$ cat src/rtl/risc_pkg.sv
// Shared pipeline definitions: register-file geometry, counter width,
// hazard-controller state encodings and a saturating increment helper.
package risc_pkg;

    localparam int REG_ADDR_W = 5;
    localparam int CNT_W      = 16;

    // Register 0 is hard-wired to zero, so writes to it never create a hazard.
    localparam logic [REG_ADDR_W-1:0] REG_ZERO = '0;

    typedef enum logic [1:0] {
        ST_RUN   = 2'd0,
        ST_STALL = 2'd1,
        ST_FLUSH = 2'd2
    } state_t;

    // Increment that sticks at all-ones instead of wrapping.
    function automatic logic [CNT_W-1:0] sat_inc(input logic [CNT_W-1:0] v);
        return (&v) ? v : v + 1'b1;
    endfunction

endpackage

$ cat src/rtl/hazard_cmp.sv
// One forwarding-less hazard detector: does an in-flight writer target a
// register the DOF instruction is about to read?
module hazard_cmp
    import risc_pkg::*;
(
    input  logic                  rw,
    input  logic [REG_ADDR_W-1:0] da,
    input  logic [REG_ADDR_W-1:0] aa,
    input  logic [REG_ADDR_W-1:0] ba,
    input  logic                  a_used,
    input  logic                  b_used,
    output logic                  hit
);

    logic match_a;
    logic match_b;

    assign match_a = a_used & (da == aa);
    assign match_b = b_used & (da == ba);
    assign hit     = rw & (da != REG_ZERO) & (match_a | match_b);

endmodule

$ cat src/rtl/hazard_ctrl.sv
// Pipeline hazard controller: stalls IF/DOF on RAW hazards against EX/WB,
// flushes on taken branches, and counts stall cycles and accepted flushes.
module hazard_ctrl
    import risc_pkg::*;
(
    input  logic                  clock,
    input  logic                  reset,
    input  logic [REG_ADDR_W-1:0] aa_dof,
    input  logic [REG_ADDR_W-1:0] ba_dof,
    input  logic                  a_used,
    input  logic                  b_used,
    input  logic                  rw_ex,
    input  logic [REG_ADDR_W-1:0] da_ex,
    input  logic                  rw_wb,
    input  logic [REG_ADDR_W-1:0] da_wb,
    input  logic                  br_taken,
    output logic                  pc_en,
    output logic                  dof_en,
    output logic                  dof_bubble,
    output logic                  if_flush,
    output logic [1:0]            state,
    output logic [CNT_W-1:0]      stall_cnt,
    output logic [CNT_W-1:0]      flush_cnt
);

    state_t state_q;
    state_t state_d;
    logic   hazard_ex;
    logic   hazard_wb;
    logic   hazard;
    logic   stall_ev;
    logic   flush_ev;

    hazard_cmp u_cmp_ex (
        .rw     (rw_ex),
        .da     (da_ex),
        .aa     (aa_dof),
        .ba     (ba_dof),
        .a_used (a_used),
        .b_used (b_used),
        .hit    (hazard_ex)
    );

    hazard_cmp u_cmp_wb (
        .rw     (rw_wb),
        .da     (da_wb),
        .aa     (aa_dof),
        .ba     (ba_dof),
        .a_used (a_used),
        .b_used (b_used),
        .hit    (hazard_wb)
    );

    assign hazard = hazard_ex | hazard_wb;
    assign state  = state_q;

    // Next-state and output decode; branch beats hazard, FLUSH always returns to RUN.
    always_comb begin
        pc_en      = 1'b1;
        dof_en     = 1'b1;
        dof_bubble = 1'b0;
        if_flush   = 1'b0;
        stall_ev   = 1'b0;
        flush_ev   = 1'b0;
        state_d    = ST_RUN;
        case (state_q)
            ST_RUN, ST_STALL: begin
                if (br_taken) begin
                    dof_bubble = 1'b1;
                    if_flush   = 1'b1;
                    flush_ev   = 1'b1;
                    state_d    = ST_FLUSH;
                end else if (hazard) begin
                    pc_en      = 1'b0;
                    dof_en     = 1'b0;
                    dof_bubble = 1'b1;
                    stall_ev   = 1'b1;
                    state_d    = ST_STALL;
                end
            end
            // FLUSH and the unused encoding both run freely and head back to RUN.
            default: state_d = ST_RUN;
        endcase
        // Reset holds the front end frozen with NOPs in flight, whatever the inputs.
        if (!reset) begin
            pc_en      = 1'b0;
            dof_en     = 1'b0;
            dof_bubble = 1'b1;
            if_flush   = 1'b1;
            stall_ev   = 1'b0;
            flush_ev   = 1'b0;
        end
    end

    // State register and saturating event counters.
    always_ff @(posedge clock or negedge reset) begin
        if (!reset) begin
            state_q   <= ST_RUN;
            stall_cnt <= '0;
            flush_cnt <= '0;
        end else begin
            state_q <= state_d;
            if (stall_ev) stall_cnt <= sat_inc(stall_cnt);
            if (flush_ev) flush_cnt <= sat_inc(flush_cnt);
        end
    end

endmodule

$ cat config.mk
export PLATFORM = sky130hd
export DESIGN_NAME = hazard_ctrl
export DESIGN_NICKNAME = d
export VERILOG_FILES = /design/src/rtl/risc_pkg.sv /design/src/rtl/hazard_cmp.sv /design/src/rtl/hazard_ctrl.sv
export SDC_FILE = /design/constraint.sdc
export NUM_CORES = 1
export LEC_CHECK = 0
export CAP_MARGIN = 20
export CELL_PAD_IN_SITES_DETAIL_PLACEMENT = 2
export CELL_PAD_IN_SITES_GLOBAL_PLACEMENT = 2
export CORE_MARGIN = 1
export CORE_UTILIZATION = 24
export CTS_CLUSTER_DIAMETER = 40
export DETAILED_ROUTE_END_ITERATION = 8
export GPL_TIMING_DRIVEN = 0
export HOLD_SLACK_MARGIN = 0.06
export PLACE_DENSITY_LB_ADDON = 0.1
export SLEW_MARGIN = 20
export SYNTH_ARGS = -nofsm -noshare
export SYNTH_HDL_FRONTEND = slang
export SYNTH_SLANG_ARGS = --single-unit
$ cat constraint.sdc
create_clock -name clock -period 2.3 [get_ports clock]
set_input_delay 0.46 -clock clock [delete_from_list [all_inputs] [get_ports clock]]
set_output_delay 0.46 -clock clock [all_outputs]
set_load 0.01 [all_outputs]
## Word level (Yosys, flattened, before mapping)

Index checks and enable logic that the tools add are counted.

- Equal/unequal tests: 5
- Add/subtract/negate cells: 2
- Bitwise logic cells: 13
- Reductions and logical operators: 8
- Muxes and demuxes: 18

Operator list:

| cell | number |
|---|---|
| $add A16 B1 Y16 const B | 2 |
| $reduce_and A16 Y1 | 2 |
| $eq A5 B5 Y1 | 4 |
| $mux W1 | 16 |
| $reduce_bool A5 Y1 | 2 |
| $and A1 B1 Y1 | 8 |
| $mux W2 | 2 |
| $reduce_and A2 Y1 | 2 |
| $or A1 B1 Y1 | 3 |
| $eq A2 B1 Y1 const B | 1 |
| $logic_not A2 Y1 | 1 |
| $not A1 Y1 | 2 |
| $reduce_or A2 Y1 | 1 |

- Input bits: 27
- Register bits: 34
- Word-level logic and storage cells: 49
- Output and inout port bits: 38

## Logic depth before layout (Yosys ltp)

- Depth after elaboration: 10
- Depth in mapped cells: 8
- Gate-level depth less buffers: 7

## Hierarchy

Synthesis repeated with hierarchy kept, for this count alone.

- Cells, all modules: 173
- Area, all modules: 1,865.5 um2

By module, submodules not included:

| module | cells an instance | area each (um2) | instances | sequential area each (um2) |
|---|---|---|---|---|
| hazard_ctrl | 139 | 1,597.8 | 1 | 850.8 |
| hazard_cmp | 17 | 133.9 | 2 | 0.0 |

## Least setup slack after synthesis

OpenSTA, ideal clock, no wires.

- Path kind: in2out
- Start: input da_ex[1]
- End: output pc_en
- Arrival: 2.032 ns
- Setup slack: -0.192 ns
- Path buffers: 2
- Data required time: 1.840 ns
- Cell stages on the path: 8
- Cell sequence: or4_1 o21ai_1 nor2_1 a22oi_4 buf_6 nor2_1 nor2b_1 buf_4

- Word-level cells in the longest chain between the ends: 9
- Elaborated cells on any way between the ends: 13
- Classes of those cells: 2 x eq/ne; 4 x mux; 6 x bitwise; 1 x reduce/logical

RTL lines:

| what | RTL line | RTL |
|---|---|---|
| from (decl) | hazard_ctrl.sv:13 | `input logic [REG_ADDR_W-1:0] da_ex,` |
| $eq A5 B5 Y1, on equally long branches | hazard_cmp.sv:18, hazard_cmp.sv:19 |  |
| $and A1 B1 Y1, on equally long branches | hazard_cmp.sv:18, hazard_cmp.sv:19 |  |
| $or A1 B1 Y1 | hazard_cmp.sv:20 | `assign hit = rw & (da != REG_ZERO) & (match_a \| match_b);` |
| $and A1 B1 Y1 (*) | hazard_cmp.sv:20 |  |
| $or A1 B1 Y1 (*) | hazard_ctrl.sv:54 | `assign hazard = hazard_ex \| hazard_wb;` |
| $mux W1 (*) (4 in series) | -- |  |
| to (decl) | hazard_ctrl.sv:17 | `output logic pc_en,` |

Mark *: on every way between the ends. The rest lies on a longest branch, timed or not.

## Worst setup path after layout

- Start: input da_ex[2]
- End: output pc_en

- Word-level cells in the longest chain between the ends: 9
- Elaborated cells on any way between the ends: 13
- Classes of those cells: 2 x eq/ne; 4 x mux; 6 x bitwise; 1 x reduce/logical

RTL lines:

| what | RTL line | RTL |
|---|---|---|
| $eq A5 B5 Y1, on equally long branches | hazard_cmp.sv:18, hazard_cmp.sv:19 |  |
| $and A1 B1 Y1, on equally long branches | hazard_cmp.sv:18, hazard_cmp.sv:19 |  |
| $or A1 B1 Y1 | hazard_cmp.sv:20 |  |
| $and A1 B1 Y1 (*) | hazard_cmp.sv:20 |  |
| $or A1 B1 Y1 (*) | hazard_ctrl.sv:54 |  |
| $mux W1 (*) | hazard_ctrl.sv:73 | `end else if (hazard) begin` |
| $mux W1 (*) | hazard_ctrl.sv:68 | `if (br_taken) begin` |
| $mux W1 (*) | hazard_ctrl.sv:66 | `case (state_q)` |
| $mux W1 (*) | hazard_ctrl.sv:85 | `if (!reset) begin` |

Marks and branches as above.

==> results by group <==
Final layout
  • Non-filler cells, final: 367
  • Antenna Cells: 0
  • P&R area growth vs syn: 53.2%
  • Final #Nets: 296
  • Fraction of layout cells with a size suffix above 1: 21.3%

CTS
  • CTS tree: yes
  • Hold_buf cts: 0
  • Worst skew pair latency: 0.29 ns
  • CTS Sinks: 34
  • Root buffer cell: clkbuf_8
  • CTS clk-pin slew, worst paths: 0.08 ns
  • CTS max path bufs: 2
  • TritonCTS buffer count: 5
  • CTS H-tree depth: 2

Drt
  • Met3 WL: 230 µm
  • Vias: 1662
  • Initial DRC count: 26
  • Top Layer Used: met4
  • Met2 wire len: 2.95 mm
  • WL final: 5.96 mm
  • Routed len/inst: 16.2 µm
  • Met1 wire length: 2.71 mm
  • Final routed DRC violation total: 0
  • Vias/cell: 4.53
  • ANT nets after route: 0
  • Initial DRT Pass Iterations: 4

Timing
  • Max_slew headroom: 66.7%
  • Measured slew at the worst slew-check pin: 0.496 ns
  • Fin Setup TNS: -0.272 ns
  • Period utilization: 105%
  • FMAX: 415 MHz
  • Final Hold Viols: 0
  • Worst setup margin: -0.112 ns
  • Fin. max-slew vios: 0
  • RSZ-0062 raised after global routing: yes
  • Fin crit period: 2.41 ns
  • Count of final setup violators: 3
  • Skew final: 0.0110 ns

Setup path
  • Critical R2R Capture: stall_cnt[1]
  • FF-to-FF setup slack: 0.21 ns
  • RR Startpoint: stall_cnt[0]
  • Crit path arrival time: 1.95 ns
  • Worst r2r path cells: 6
  • Crit path required time: 1.84 ns
  • Kind of critical path: input pin to primary output
  • Crit path launch type: input pin
  • Worst setup EP type: primary output
  • Max Fanout on Critical Path: 2

GRT
  • Initial antenna violation count: 0
  • Total gr overflow: 0
  • GRT Util Overall: 15.5%
  • Vias in the first global route: 1896
  • Largest net degree at the start of global routing: 28
  • Global-route wire length before repair: 10.1 mm

Yosys
  • Unique masters post-synth: 30
  • Synth Area per Inst: 10.2 µm²
  • Post-synthesis sequential area ratio: 45.3%
  • Cell taking the most area after synthesis: dfrtp_1
  • Seq cells post-synth: 34
  • YS warnings: 0
  • Synthesized net count: 214
  • Largest cells by area after synthesis: dfrtp_1 (45%), xnor2_1 (14%), xor2_1 (9.8%)
  • Post-synth top area share: 45.3%
  • Synthesized area: 1880 µm²
  • Cells after Synth: 185

Floorplan
  • Die Y-Extent: 90.5 µm
  • Die Span X: 90.5 µm
  • I/O pin count: 65
  • Row cnt: 31
  • Area of the die: 8180 µm²
  • Core ar.: 7410 µm²
  • Starting Density: 25.4%

Power
  • Leakage: 0.00130 µW
  • Pwr Density: 546 nW/µm²
  • Worst IR Drop VDD: 0.304 mV

Placement
  • Count of input and output buffers: 64
  • RD Place Congestion: 0.749
  • Dpl hpwl: 4.39 mm
  • DP Cell Count: 349

Min path
  • Min-Delay Path Class: input pin to async pin

Run status
  • Outcome: finished with violations
  • Failing checks: negative setup slack

Job
  • MaxCap Viol Count: 0
[worst max-delay path, stage by stage]
cell and delay, ns:
buf_8 0.10, or4_4 0.52, o21ai_2 0.14, nor2_2 0.06, a22oi_4 0.19, buf_6 0.14
nor2_4 0.04, nor2b_4 0.12, buf_6 0.10, buf_6 0.08
[kinds of logic after synthesis]
| family | synth area share (%) |
|---|---|
| adders and majority gates | 1.33 |
| DFF | 45.3 |
| xor gates and xnor gates | 23.3 |
| and+or+nand+nor | 23.7 |
| buffers and inverters | 2.20 |
| muxes | 1.40 |
| AOI/OAI and AO/OA | 2.80 |
[cell usage in the layout, fill, tap and decap left out, types with 2 or more instances in the layout]
cell / synthesis / final
nand2b_1: 2 / 2
nand4_1: 13 / 13
nor4b_1: 2 / 2
dfrtp_1: 34 / 34
nor3_1: 5 / 5
xnor2_2: 0 / 2
buf_2: 0 / 6
buf_4: 1 / 9
o22ai_2: 0 / 2
nor4_1: 6 / 4
clkbuf_2: 0 / 2
nor2_1: 16 / 12
or4_4: 0 / 2
xor2_1: 21 / 21
xnor2_1: 29 / 27
and2_1: 2 / 2
inv_1: 6 / 6
dlygate4sd2_1: 0 / 10
clkdlybuf4s50_1: 0 / 40
o21ai_2: 0 / 2
nand3_1: 12 / 11
clkbuf_8: 0 / 6
buf_6: 1 / 8
nand2_1: 16 / 16
nor2_2: 0 / 3
nor4_2: 0 / 2
ha_1: 2 / 2
[cell usage after synthesis (all sizes together)]
master	n
mux2	2
inv	6
and4bb	1
nor3	5
nor4	6
and3	1
a21oi	1
ha	2
nand2	16
o22ai	2
dfrtp	34
nor2b	3
and2	2
nor4b	2
nor4bb	1
xor2	21
nor2	16
a22oi	1
nand2b	2
buf	2
or4	2
nand4	14
xnor2	29
o21ai	2
nand3	12
[state kept, by name, indices dropped and copies added, names as in the netlist]
register	flops
stall_cnt	16
state	2
flush_cnt	16
[power by group]
group	switching, µW	internal [µW]
logic	164	220
clock network	230	242
registers	66.8	649
[repair_timing]
action                                 4_1_cts  5_1_grt
endpoints found under the hold margin        0        0
pin swaps                                   12       10
gates resized for setup                     75       11
setup endpoints to repair                   14       13
buffers inserted                             6        4
[how the worst max path moves through the flow]
stage / to / startpoint / cells after the start / slack (ns)
after CTS: pc_en / da_ex[2] / 10 / -0.15
after detailed placement: pc_en / da_ex[2] / 10 / -1.27
after global routing: pc_en / da_ex[2] / 10 / -0.16
after global placement: stall_cnt[15] / reset / 6 / -1.68
final: pc_en / da_ex[2] / 10 / -0.11
after floorplan: pc_en / da_ex[4] / 8 / -0.04
[per-layer routing]
metal | vias up | GRT usage (%)
met1 | 812 | 19.5
met4 | 0 | 4.57
li1 | 798 | -
met2 | 46 | 26.5
met3 | 6 | 3.45
met5 | - | 0
[per-stage QoR]
step / power [µW] / worst slack [ns] / hold WS [ns] / instance area, µm² / util, %
after floorplan: 876 / -0.0447 / 0.164 / 1900 / -
after global placement: 1090 / -1.68 / 0.488 / 2660 / 35.9
after detailed placement: 1100 / -1.27 / 0.387 / 2680 / 36.1
after CTS: 1590 / -0.151 / 0.0613 / 2820 / 38.0
after global routing: 1670 / -0.165 / 0.0741 / 2880 / 38.8
final: 1570 / -0.112 / 0.0632 / 2880 / 38.8
[area by class of cell]
cell class              count  area [µm²]
inverters                   6        22.5
fillers                   806        4530
plain buffers               2        22.5
clock buffers               7        86.3
well taps                  99         124
clock inverters             1        5.00
flip-flops and latches     34         851
repair buffers             75         698
multi-input cells         143        1070
(Power assumes the default switching activity.)
